**config.mk**
```make
export PLATFORM = sky130hd
export DESIGN_NAME = l2_port_arbiter
export DESIGN_NICKNAME = d
export VERILOG_FILES = /design/src/rtl/l2_port_arbiter.sv
export SDC_FILE = /design/constraint.sdc
export NUM_CORES = 1
export LEC_CHECK = 0
export ABC_AREA = 0
export CORE_MARGIN = 1.5
export CORE_UTILIZATION = 49
export CTS_BUF_LIST = sky130_fd_sc_hd__clkbuf_4 sky130_fd_sc_hd__clkbuf_8
export DETAILED_ROUTE_END_ITERATION = 8
export GPL_TIMING_DRIVEN = 1
export PLACE_DENSITY = 0.87
export SETUP_SLACK_MARGIN = 0.1
export SYNTH_ARGS = -nofsm -noshare
export SYNTH_HDL_FRONTEND = slang
export SYNTH_SLANG_ARGS = --single-unit
```
**constraint.sdc**
```tcl
create_clock -name clk -period 1.9 [get_ports clk]
set_clock_uncertainty 0.15 [all_clocks]
set_input_delay 0.19 -clock clk [delete_from_list [all_inputs] [get_ports clk]]
set_output_delay 0.19 -clock clk [all_outputs]
set_load 0.02 [all_outputs]
```
**src/rtl/l2_port_arbiter.sv**
```systemverilog
// l2_port_arbiter: round-robin owner of the single L2 request port.
// Requesters: 0 I-refill, 1 D-refill, 2 D-writeback.
//
// Ports:
//   clk, rst     clock; synchronous active-low reset
//   req[2:0]     request levels, held until the matching done bit
//   mem_ack      one-cycle completion pulse from L2
//   gnt[2:0]     one-hot grant, held for the whole transaction
//   sel[1:0]     address/data mux select, 2'b11 = idle (mux yields zero)
//   mem_req      request to L2, high while a grant is held
//   done[2:0]    one-cycle completion pulse to the winner
//   busy         high while a transaction is open or being released
//   timeout_err  flags a release forced by the watchdog (with done)
module l2_port_arbiter #(
  parameter int NREQ           = 3,
  parameter int TIMEOUT_CYCLES = 256,
  parameter int CNT_W          = 9
) (
  input  logic            clk,
  input  logic            rst,
  input  logic [NREQ-1:0] req,
  input  logic            mem_ack,
  output logic [NREQ-1:0] gnt,
  output logic [1:0]      sel,
  output logic            mem_req,
  output logic [NREQ-1:0] done,
  output logic            busy,
  output logic            timeout_err
);

  typedef enum logic [1:0] {
    IDLE    = 2'd0,
    BUSY    = 2'd1,
    RELEASE = 2'd2
  } state_t;

  localparam bit TMO_EN = (TIMEOUT_CYCLES != 0);
  localparam logic [CNT_W-1:0] TMO_LAST =
    CNT_W'(TIMEOUT_CYCLES - 1);

  state_t state, state_nx;

  logic [1:0]       ptr, ptr_nx;
  logic [1:0]       win, win_nx;
  logic [CNT_W-1:0] cnt, cnt_nx;

  logic [2:0] gnt_nx;
  logic [1:0] sel_nx;
  logic       mem_req_nx;
  logic [2:0] done_nx;
  logic       busy_nx;
  logic       tmo_nx;

  // modulo-3 increment of a requester index
  function automatic logic [1:0] inc3(input logic [1:0] p);
    return (p == 2'd2) ? 2'd0 : p + 2'd1;
  endfunction

  function automatic logic [2:0] onehot(input logic [1:0] k);
    logic [2:0] r;
    r = 3'b000;
    case (k)
      2'd0:    r = 3'b001;
      2'd1:    r = 3'b010;
      2'd2:    r = 3'b100;
      default: r = 3'b000;
    endcase
    return r;
  endfunction

  // Search order ptr, ptr+1, ptr+2; first live request wins.
  logic [1:0] c0, c1, c2;
  logic       hit0, hit1;
  logic [1:0] pick;

  always_comb begin
    c0   = ptr;
    c1   = inc3(ptr);
    c2   = inc3(c1);
    hit0 = |(req & onehot(c0));
    hit1 = |(req & onehot(c1));
    pick = c2;
    priority case (1'b1)
      hit0:    pick = c0;
      hit1:    pick = c1;
      default: pick = c2;
    endcase
  end

  always_comb begin
    state_nx   = state;
    ptr_nx     = ptr;
    win_nx     = win;
    cnt_nx     = cnt;
    gnt_nx     = 3'b000;
    sel_nx     = 2'b11;
    mem_req_nx = 1'b0;
    done_nx    = 3'b000;
    busy_nx    = 1'b0;
    tmo_nx     = 1'b0;
    case (state)
      IDLE: begin
        if (|req) begin
          state_nx   = BUSY;
          win_nx     = pick;
          ptr_nx     = inc3(pick);
          cnt_nx     = '0;
          gnt_nx     = onehot(pick);
          sel_nx     = pick;
          mem_req_nx = 1'b1;
          busy_nx    = 1'b1;
        end
      end
      BUSY: begin
        cnt_nx  = cnt + 1'b1;
        busy_nx = 1'b1;
        if (mem_ack) begin
          state_nx = RELEASE;
          done_nx  = onehot(win);
        end else if (TMO_EN && cnt == TMO_LAST) begin
          state_nx = RELEASE;
          done_nx  = onehot(win);
          tmo_nx   = 1'b1;
        end else begin
          gnt_nx     = onehot(win);
          sel_nx     = win;
          mem_req_nx = 1'b1;
        end
      end
      RELEASE: begin
        // req is ignored here so the winner can drop it
        state_nx = IDLE;
      end
      default: begin
        state_nx = IDLE;
      end
    endcase
  end

  always_ff @(posedge clk) begin
    if (!rst) begin
      state       <= IDLE;
      ptr         <= 2'd0;
      win         <= 2'd0;
      cnt         <= '0;
      gnt         <= 3'b000;
      sel         <= 2'b11;
      mem_req     <= 1'b0;
      done        <= 3'b000;
      busy        <= 1'b0;
      timeout_err <= 1'b0;
    end else begin
      state       <= state_nx;
      ptr         <= ptr_nx;
      win         <= win_nx;
      cnt         <= cnt_nx;
      gnt         <= gnt_nx;
      sel         <= sel_nx;
      mem_req     <= mem_req_nx;
      done        <= done_nx;
      busy        <= busy_nx;
      timeout_err <= tmo_nx;
    end
  end

endmodule

```
-- After elaboration in Yosys (flattened, before gate mapping)
Cells that the tools add are included.
- output and inout port bits: 11
- register bits: 26
- bitwise gates (word level): 4
- eq/ne operators: 12
- muxes and demuxes: 31
- reductions and logical operators: 14
- $add $sub $neg: 4
- operators with widths (operator ; number):
    $pmux 3 s3 ; 4
    $mux 2 ; 11
    $pmux 9 s2 ; 1
    $mux 3 ; 5
    $reduce_or 3->1 ; 4
    $eq 2x1->1 const B ; 5
    $logic_not 2->1 ; 5
    $add 9x1->9 const B ; 1
    $eq 9x8->1 const B ; 1
    $mux 9 ; 1
    $eq 2x2->1 const B ; 4
    $pmux 2 s2 ; 2
    $reduce_and 2->1 ; 4
    $add 2x1->2 const B ; 3
    $and 3x3->3 ; 2
    $pmux 3 s2 ; 1
    $mux 1 ; 4
    $pmux 1 s2 ; 2
    $ne 3x3->1 const B ; 1
    $ne 2x2->1 const B ; 1
    $not 1->1 ; 2
    $reduce_bool 2->1 ; 1

-- Logic depth before layout (Yosys ltp)
Gate-level depths: netlist of run 1.
- depth in word-level cells: 12
- mapped depth: 7
- depth with buffers taken out: 7

-- Least setup slack after synthesis of run 1
No wires, ideal clock.
- kind: flip-flop to flip-flop
- start: reg cnt[0]
- end: reg gnt[0]
- setup slack: 54 ps
- path buffers: 0
- stages on the path, launching flop included: 7
- data arrival time: 1604 ps
- path through: dfxtp_1 -> ha_1 -> nand2_1 -> nor3_1 -> ha_1 -> or4_4 -> o32ai_1
- cells in the longest elaborated chain, start to end: 4
- ends and longest elaborated chain (item ; line ; text):
    from (decl) ; 45 ; logic [CNT_W-1:0] cnt, cnt_nx;
    from (signal assigned) ; 156 ; cnt <= cnt_nx;
    $eq 9x8->1 ; 120 ; end else if (TMO_EN && cnt == TMO_LAST) begin
    $mux 3 ; 120 ;
    $mux 3 ; 117 ; if (mem_ack) begin
    $pmux 3 s2 ; 101 ; case (state)
    to (signal assigned) ; 157 ; gnt <= gnt_nx;
    to (decl) ; 23 ; output logic [NREQ-1:0] gnt,
Every way passes these cells.
A chain may end at the register's enable or synchronous reset.

-- Worst setup path after layout of run 1
Same ends and word-level chain as after synthesis.

==> results of run 1 <==
[registers in the layout, indices dropped and copies added (netlist names)]
name         cells
busy             1
c0               2
cnt              9
done             3
gnt              3
mem_req          1
sel              2
state            2
timeout_err      1
win              2
[through the flow]
stage / setup TNS, ns / utilization, % / worst slack (ns)
finish: 0 / 72.2 / 0.105
global route: 0 / 72.2 / 0.0485
CTS: 0 / 69.4 / 0.0506
detailed placement: -0.0434 / 64.0 / -0.0232
global placement: -0.00467 / 64.0 / -0.00467
floorplan: 0 / - / 0.127
[final cells by class]
class                   count  area (sq um)
multi-input cells          90           613
fillers                   170           562
flip-flops and latches     26           527
repair buffers             26           239
clock buffers               4          36.3
well taps                  27          33.8
inverters                   3          11.3
[cell families (layout without fill, tap and decap cells)]
logic type | Yosys count | after routing | synth area share, %
compound gates | 37 | 37 | 21.7
simple gates | 51 | 51 | 24.9
fa+ha+maj | 2 | 2 | 2.29
flops | 26 | 26 | 47.7
buf+inv | 8 | 33 | 3.55
[cells in the final DEF, fill, tap and decap left out, drive strengths merged]
| cell | n |
|---|---|
| dfxtp | 26 |
| clkdlybuf4s50 | 16 |
| o21ai | 12 |
| nor2 | 10 |
| buf | 10 |
| nand2 | 8 |
| a21oi | 8 |
| nor3 | 7 |
| nand2b | 5 |
| nor2b | 5 |
| nand3 | 5 |
| clkbuf | 4 |
| o21a | 3 |
| a31oi | 3 |
| inv | 3 |
| or4 | 3 |
| a21boi | 3 |
| a21o | 2 |
| and2 | 2 |
| ha | 2 |
| o32ai | 2 |
| nor3b | 2 |
| a32oi | 1 |
| or3 | 1 |
| o211ai | 1 |
| nand4 | 1 |
| o311ai | 1 |
| a22oi | 1 |
| nor4 | 1 |
| nor4b | 1 |
[timing repair]
action | 4_1_cts | 5_1_grt
buffers inserted | 6 | 0
endpoints found under the setup margin | 4 | 7
pin swaps | 5 | 8
resized for setup | 6 | 12
cloned | 0 | 0
endpoints found under the hold margin | 0 | 0
[worst max-delay path by stage]
| stage | from | end | slack [ns] | cells past startpoint |
|---|---|---|---|---|
| 2_1_floorplan | cnt[0]$_SDFFE_PN0P_ | gnt[0]$_SDFF_PN0_ | 0.13 | 6 |
| 3_3_place_gp | cnt[0]$_SDFFE_PN0P_ | gnt[0]$_SDFF_PN0_ | -0.005 | 6 |
| 3_5_place_dp | req[0] | c0[1]$_SDFFE_PN0P_ | -0.02 | 5 |
| 4_1_cts | cnt[1]$_SDFFE_PN0P_ | gnt[0]$_SDFF_PN0_ | 0.05 | 6 |
| 5_1_grt | cnt[0]$_SDFFE_PN0P_ | gnt[0]$_SDFF_PN0_ | 0.05 | 6 |
| 6_report | cnt[0]$_SDFFE_PN0P_ | gnt[0]$_SDFF_PN0_ | 0.11 | 6 |
[worst max-delay path: cells and delay by family (launching register included)]
| kind | cells | cell delay, ns |
|---|---|---|
| AOI/OAI and AO/OA | 1 | 0.23 |
| adders and majority gates | 2 | 0.33 |
| DFF | 1 | 0.36 |
| and+or+nand+nor | 3 | 0.64 |
[power groups by stage]
| stage | combinational [uW] | sequential [uW] | clock (uW) |
|---|---|---|---|
| final | 222 | 603 | 283 |
| after floorplan | 103 | 628 | 0 |
| after global placement | 192 | 611 | 0 |
| after CTS | 207 | 601 | 285 |
| after global routing | 239 | 607 | 299 |
| after detailed placement | 198 | 613 | 0 |
[layer usage]
layer | GRT usage (%) | vias up | share of wire (%)
met1 | 27.8 | 490 | 42
met2 | 37.1 | 42 | 50
met3 | 3.87 | 7 | 6.1
met4 | 11.6 | 0 | 2.1
met5 | 0 | - | 0
li1 | - | 500 | -
==> flow_summary.toml, run 1 <==
[run_status]
status = "finished clean"

[setup_path]
worstReg2RegStart = "cnt[0]$_SDFFE_PN0P_"
timing.critical_path.arrival_ns = 1.89
setup.reg_to_reg.worst_slack_ns = 0.11
timing.critical_path.to_type = "flip-flop"
critPathKind = "flip-flop to flip-flop"
worst_r2r_path_depth = 6
worst_setup_path_start_kind = "flip-flop"
crit_path_cell_trace = "ha_4 > nand2_4 > nor3_4 > ha_4 > or4_4 > o32ai_4"
worst-endpoint-required_ns = 2.00
critical_path.slowest_cell = "sky130_fd_sc_hd__or4_4"
cpPeakStageDelay_ns = 0.52
cp_common_cell = "sky130_fd_sc_hd__ha_4"
worstPathMaxFanout = 3
r2r-end = "gnt[0]$_SDFF_PN0_"

[placement]
count_of_buffers_from_port_buffering = 16
place.gp.congestion = 0.843
placed_cell_count = 166
place.detailed.hpwl_um = 1740
placedInstanceArea_sq_mm = 0.00129

[timing]
min_period_ns = 1.79
final_hold_violations = 0
report.final.slew_viol_count = 0
worst_slew_pin_slew_ns = 0.570
rsz0062_at_grt = "yes"
timing.fmax_ghz = 0.557
holdWs_ns = 0.306
relSlewSlack_pct = 61.7
final_min_period_over_clock_period_pct = 94.5
setup_viol = 0

[floorplanning]
die_w_um = 50.2
boundaryPins = 17
fp.coreArea_sq_mm = 0.00202
die_area_sq_mm = 0.00252
initial_core_utilization_pct = 54.0
rows = 16
die_height_um = 50.2

[logic_synthesis]
ys_dominant_reg_cell = "sky130_fd_sc_hd__dfxtp_1"
post-synth-top-count-cell = "sky130_fd_sc_hd__dfxtp_1"
post_synth_most_frequent_cells = "26 x sky130_fd_sc_hd__dfxtp_1, 10 x sky130_fd_sc_hd__nor2_1, 8 x sky130_fd_sc_hd__a21oi_1, 8 x sky130_fd_sc_hd__nand2_1, 8 x sky130_fd_sc_hd__o21ai_0"
post_synth.cell_area_avg_sq_um = 8.81
yosys-top-cells-area = "sky130_fd_sc_hd__dfxtp_1 48%, sky130_fd_sc_hd__a21oi_1 3.7%, sky130_fd_sc_hd__o21ai_0 3.7%"
postSynthRegisterBits = 26
synth_edf_count = 0
syn-num-nets = 132
postSynthCellCount = 124
yosysTopAreaCellShare_pct = 47.7
share_of_flip_flops_with_an_asynchronous_set_or_reset_after_synthesis_pct = 0
yosys_warnings = 0
synth_sequential_area_ratio_pct = 47.7
number_of_distinct_standard_cells_referenced_by_the_synthesized_netlist = 35
synthDominantAreaCellType = "sky130_fd_sc_hd__dfxtp_1"
netlist_area_sq_mm = 0.00109

[power]
cellPowerDensity_mw_per_mm2 = 759
power_report.internal_total_uw = 795
power_switching_uw = 313
combinationalPowerShare_pct = 20.0
sequentialPowerShare_pct = 54.4
largest_vdd_supply_drop_mv = 0.572
p_clk_share_pct = 25.6
p_leak_uw = 0.000549
netSwitchingFraction_pct = 28.2
total_power_uw = 1110

[clock_tree]
bufs_on_longest_clock_path = 2
clock-sinks = 26
cts.clk_slew.worst_paths_ns = 0.14
clockRootBuffer = "sky130_fd_sc_hd__clkbuf_4"
clk-insertion-delay-late_ns = 0.33
h-tree-depth = 1
cts_tree = "yes"
numCtsBuffers = 3
number_of_hold_repair_buffers_added_at_the_cts_stage = 0

[global_route]
grt-ovfl-total = 0
antenna_found_initial = 0
global_route.usage.total_pct = 22.4
grt_pass1_vias = 968
grt_max_degree = 15
wire_length_of_the_first_global_routing_pass_um = 4260

[detailed_routing]
first_pass_iters = 4
drt_iter0_drc = 49
via_per_inst = 5.90
avgRoutedWirePerCell_um = 15.2
vias = 1039
ant_nets = 0
wl_um = 2670
drcViolationCount = 0

[cells_and_area]
antenna_cells_inserted = 0
flow.area_growth_from_synthesis_pct = 33.7
fin_nets = 158
stdcell_area_sq_mm = 0.00146
finish.cell_count_without_fillers = 176
layout-drive-gt1-share_pct = 20.8

[worst_hold_path]
timing.hold.worst_endpoint = "sel[1]$_SDFF_PN1_"
timing.hold.worst_path_depth = 2
hold_path.startpoint = "rst"
hold_path.class = "input port to flip-flop"

[job]
max-cap-violations = 0
Power figures use the tool's default switching activity.
==> run 2, diff against run 1 <==
--- a/config.mk
+++ b/config.mk
@@ -6,8 +6,10 @@
 export NUM_CORES = 1
 export LEC_CHECK = 0
 export ABC_AREA = 0
+export CELL_PAD_IN_SITES_DETAIL_PLACEMENT = 1
+export CELL_PAD_IN_SITES_GLOBAL_PLACEMENT = 1
 export CORE_MARGIN = 1.5
-export CORE_UTILIZATION = 49
+export CORE_UTILIZATION = 37
 export CTS_BUF_LIST = sky130_fd_sc_hd__clkbuf_4 sky130_fd_sc_hd__clkbuf_8
 export DETAILED_ROUTE_END_ITERATION = 8
 export GPL_TIMING_DRIVEN = 1
==> run 2 against run 1 <==
Net effect:
- setup slack worse by 0.016 ns
- register-to-register slack worse by 0.02 ns
- power is 11% higher
==> flow_summary.toml, run 2 (same netlist as run 1, synthesis figures left out) <==
[clock_tree]
clockRootBuffer = "sky130_fd_sc_hd__clkbuf_4"
bufs_on_longest_clock_path = 2
cts.clk_slew.worst_paths_ns = 0.15
cts_tree = "yes"
numCtsBuffers = 3
clock-sinks = 26
clk-insertion-delay-late_ns = 0.34
number_of_hold_repair_buffers_added_at_the_cts_stage = 0
h-tree-depth = 1

[floorplanning]
fp.coreArea_sq_mm = 0.00278
die_height_um = 57.3
die_area_sq_mm = 0.00329
rows = 19
die_w_um = 57.3
boundaryPins = 17
initial_core_utilization_pct = 39.3

[power]
cellPowerDensity_mw_per_mm2 = 819
total_power_uw = 1230
largest_vdd_supply_drop_mv = 0.495
p_leak_uw = 0.000552

[job]
max-cap-violations = 0

[timing]
holdWs_ns = 0.342
timing.fmax_ghz = 0.552
report.final.slew_viol_count = 0
setup_viol = 0
relSlewSlack_pct = 60.7
worst_slew_pin_slew_ns = 0.585
final.setup.worst_slack_ns = 0.0892
final_min_period_over_clock_period_pct = 95.3
min_period_ns = 1.81
final_hold_violations = 0
rsz0062_at_grt = "yes"

[global_route]
grt_pass1_vias = 1112
antenna_found_initial = 0
global_route.usage.met2_pct = 39.4
global_route.usage.met3_pct = 2.27
grt-ovfl-total = 0
wire_length_of_the_first_global_routing_pass_um = 5240
global_route.usage.total_pct = 21.1
grt_max_degree = 16
grt.busiest_layer = "met2"
gr-usage-met1_pct = 23.3

[cells_and_area]
finish.cell_count_without_fillers = 182
most_common_cell_after_layout_fill_and_taps_aside = "sky130_fd_sc_hd__dfxtp_1"
largest_registers = "cnt (9), done (3), gnt (3)"
fin_nets = 160
antenna_cells_inserted = 0
largest_register_ffs = 9
layout-drive-gt1-share_pct = 23.2
registers.top_by_ff_count = "cnt"
stdcell_area_sq_mm = 0.00150
flow.area_growth_from_synthesis_pct = 37.6
final_cell_mix = "21 x sky130_fd_sc_hd__dfxtp_1, 16 x sky130_fd_sc_hd__clkdlybuf4s50_1, 11 x sky130_fd_sc_hd__buf_4"

[setup_path]
cp.buffers_inverters = 0
worst-endpoint-required_ns = 2.01
critical_path.top_delay_family = "simple AND/OR/NAND/NOR gates"
timing.critical_path.arrival_ns = 1.92
worst_setup_path_start_kind = "flip-flop"
timing.critical_path.from = "cnt[0]$_SDFFE_PN0P_"
critical_path.slowest_cell = "sky130_fd_sc_hd__or4_4"
setup.reg_to_reg.worst_slack_ns = 0.09
critPathKind = "flip-flop to flip-flop"
worstReg2RegStart = "cnt[0]$_SDFFE_PN0P_"
cpPeakStageDelay_ns = 0.53
crit_path_cell_trace = "ha_4 > nand2_4 > nor3_2 > ha_2 > or4_4 > o32ai_4"
timing.critical_path.to_type = "flip-flop"
worstPathMaxFanout = 3

[detailed_routing]
drcViolationCount = 0
ant_nets = 0
wl_um = 3300
via_per_inst = 5.74
drt_iter0_drc = 27
avgRoutedWirePerCell_um = 18.1
vias = 1045
first_pass_iters = 4

[worst_hold_path]
hold_path.class = "flip-flop to flip-flop"
hold_path.startpoint = "cnt[5]$_SDFFE_PN0P_"

[run_status]
status = "finished clean"

[placement]
placement.setup.worst_slack_ns = -0.0341
place.gp.congestion = 0.745
placed_cell_count = 170
place.detailed.hpwl_um = 2060
count_of_buffers_from_port_buffering = 16
placedInstanceArea_sq_mm = 0.00130
==> run 2: cell types whose count changed in the layout (fill, tap and decap cells not counted), sizes merged <==
cell    delta
buf        +2
bufinv     +1
clkbuf     -1
==> run 2: final timing paths <==
path | to | cells after the start
setup / recovery | gnt[0]$_SDFF_PN0_ | 6
hold / removal | cnt[5]$_SDFFE_PN0P_ | 1
setup reg to reg | gnt[0]$_SDFF_PN0_ | 6
hold reg to reg | cnt[5]$_SDFFE_PN0P_ | 1
==> run 2: power by group <==
part           switching (uW)  total (uW)  internal, uW  leakage, uW
Combinational             132         233           102     0.000309
Sequential               28.4         605           576     0.000215
Clock                     178         392           214    0.0000279
Total                     338        1230           892     0.000552
==> run 2: layout make-up <==
type | count | area [sq um]
Fill cell | 332 | 1280
Multi-Input combinational cell | 90 | 617
Sequential cell | 26 | 529
Timing Repair Buffer | 28 | 254
Tap cell | 31 | 38.8
Clock inverter | 1 | 30.0
Clock buffer | 3 | 22.5
Inverter | 3 | 11.3
==> run 2: metal layers <==
layer,vias to the layer above,routed length [um]
li1,500,-
met1,500,1260
met2,33,1840
met3,12,81
met4,0,109
met5,-,0
==> run 2: stage by stage <==
stage / util (%) / setup TNS, ns
after detailed placement: 46.7 / -0.0671
after global routing: 54.0 / 0
after floorplan: - / 0
after CTS: 51.7 / 0
after global placement: 46.7 / 0
final: 54.0 / 0
==> run 2: repair_timing <==
action / in CTS / in global routing
setup endpoints to repair: 5 / 12
endpoints found under the hold margin: 0 / 0
buffers inserted: 7 / 1
pin swaps: 6 / 10
resized for setup: 8 / 12
==> run 3, diff against run 2 <==
--- a/config.mk
+++ b/config.mk
@@ -14,6 +14,7 @@
 export DETAILED_ROUTE_END_ITERATION = 8
 export GPL_TIMING_DRIVEN = 1
 export PLACE_DENSITY = 0.87
+export REMOVE_ABC_BUFFERS = 1
 export SETUP_SLACK_MARGIN = 0.1
 export SYNTH_ARGS = -nofsm -noshare
 export SYNTH_HDL_FRONTEND = slang
==> run 3 against run 2 <==
Net effect:
- wire length shrank 8.0%
- power is 2.6% lower
- core utilization decreased by 0.49 points
==> flow_summary.toml, run 3 (same netlist as run 1, synthesis figures left out) <==
[floorplanning]
initial_core_utilization_pct = 39.3
die_area_sq_mm = 0.00329
fp.coreArea_sq_mm = 0.00278
die_height_um = 57.3
die_w_um = 57.3
boundaryPins = 17
rows = 19

[clock_tree]
clk-insertion-delay-late_ns = 0.32
cts.clk_slew.worst_paths_ns = 0.15
number_of_hold_repair_buffers_added_at_the_cts_stage = 0
cts_tree = "yes"
clockRootBuffer = "sky130_fd_sc_hd__clkbuf_4"
numCtsBuffers = 3
h-tree-depth = 1
clock-sinks = 26
bufs_on_longest_clock_path = 2

[global_route]
wire_length_of_the_first_global_routing_pass_um = 4800
global_route.usage.total_pct = 19.0
grt_max_degree = 16
grt_pass1_vias = 1086
grt-ovfl-total = 0
antenna_found_initial = 0

[timing]
report.final.slew_viol_count = 0
holdWs_ns = 0.328
timing.fmax_ghz = 0.558
worst_slew_pin_slew_ns = 0.571
min_period_ns = 1.79
fin_setup_tns_ns = 0
rsz0062_at_grt = "yes"
relSlewSlack_pct = 61.6
final_hold_violations = 0
setup_viol = 0
final_min_period_over_clock_period_pct = 94.4

[cells_and_area]
flow.area_growth_from_synthesis_pct = 36.3
antenna_cells_inserted = 0
filler_cell_count = 324
layout-drive-gt1-share_pct = 21.1
largest_register_ffs = 9
largest_registers = "cnt (9), done (3), gnt (3)"
fin_nets = 161
final_cell_mix = "22 x sky130_fd_sc_hd__dfxtp_1, 16 x sky130_fd_sc_hd__clkdlybuf4s50_1, 12 x sky130_fd_sc_hd__buf_4"
most_common_cell_after_layout_fill_and_taps_aside = "sky130_fd_sc_hd__dfxtp_1"
registers.top_by_ff_count = "cnt"

[power]
power_switching_uw = 310
p_clk_share_pct = 31.8
power_report.internal_total_uw = 889
p_leak_uw = 0.000570
largest_vdd_supply_drop_mv = 0.444
combinationalPowerShare_pct = 17.9
netSwitchingFraction_pct = 25.9
cellPowerDensity_mw_per_mm2 = 805
sequentialPowerShare_pct = 50.2

[setup_path]
timing.critical_path.to_type = "flip-flop"
critPathKind = "flip-flop to flip-flop"
worstPathMaxFanout = 4
timing.critical_path.arrival_ns = 1.89
timing.critical_path.from = "cnt[0]$_SDFFE_PN0P_"
worst-endpoint-required_ns = 2.00
worst_setup_path_start_kind = "flip-flop"
worstReg2RegStart = "cnt[0]$_SDFFE_PN0P_"

[detailed_routing]
first_pass_iters = 4
vias = 1008
via_per_inst = 5.51
ant_nets = 0
drt_iter0_drc = 16
avgRoutedWirePerCell_um = 16.6
wl_um = 3030
drcViolationCount = 0

[placement]
place.gp.congestion = 0.787
place.detailed.hpwl_um = 2120
count_of_buffers_from_port_buffering = 16

[run_status]
status = "finished clean"

[job]
max-cap-violations = 0

[worst_hold_path]
hold_path.class = "flip-flop to flip-flop"
hold_path.startpoint = "cnt[5]$_SDFFE_PN0P_"
-- run 3: changes by cell type in the layout (fill, tap and decap cells not counted), sizes merged --
cell,before,now
buf,12,13
-- run 3: what timing repair did --
item                                    in CTS  in global routing
pin swaps                                    4                 10
hold endpoints to repair                     0                  0
resized for setup                           11                  7
setup buffers                                3                  2
endpoints found under the setup margin       9                 11
-- run 3: layout make-up --
type                       instances  area (sq um)  area share (%)
clock buffer                       3          22.5            1.51
tap                               31          38.8            2.61
clock inverter                     1          30.0            2.02
inverter                           3          11.3           0.756
multi-input combinational         90           597            40.1
sequential                        26           528            35.5
timing repair buffer              29           262            17.6
-- run 3: final timing paths --
path                               to  slack [ns]  cells past startpoint
setup reg to reg    gnt[0]$_SDFF_PN0_        0.11                      6
hold / removal    cnt[5]$_SDFFE_PN0P_        0.33                      1
setup / recovery    gnt[0]$_SDFF_PN0_        0.11                      6
hold reg to reg   cnt[5]$_SDFFE_PN0P_        0.33                      1
-- run 3: layer usage --
metal	track usage, %	vias up	routed length [um]	part of all wire [%]
met1	20.5	484	1200	40
met5	0	-	0	0
met4	4.65	0	30	0.99
met3	3.17	4	69	2.3
met2	37.8	17	1730	57
li1	-	503	-	-
-- run 3: metrics by stage --
step / cells / area [sq um] / util, % / power [uW] / setup WS (ns)
after floorplan: 119 / 1060 / - / 722 / 0.0536
after global placement: 175 / 1330 / 47.9 / 805 / 0.0635
after detailed placement: 175 / 1330 / 47.9 / 817 / -0.0349
after CTS: 182 / 1450 / 52.0 / 1210 / 0.0281
after global routing: 183 / 1490 / 53.5 / 1250 / 0.0655
final: 183 / 1490 / 53.5 / 1200 / 0.107
-- run 3: power by group through the flow --
| stage | clock network [uW] | registers [uW] | logic (uW) |
|---|---|---|---|
| after floorplan | 0 | 629 | 93.1 |
| after global placement | 0 | 610 | 195 |
| after detailed placement | 0 | 613 | 204 |
| after CTS | 390 | 602 | 214 |
| after global routing | 410 | 606 | 234 |
| final | 382 | 602 | 215 |
-- run 3: critical path, cell delays in order, from the launching register on --
cell	delay (ns)
sky130_fd_sc_hd__dfxtp_4	0.38
sky130_fd_sc_hd__ha_4	0.17
sky130_fd_sc_hd__nand2_4	0.08
sky130_fd_sc_hd__nor3_4	0.05
sky130_fd_sc_hd__ha_4	0.17
sky130_fd_sc_hd__or4_4	0.51
sky130_fd_sc_hd__o32ai_2	0.21
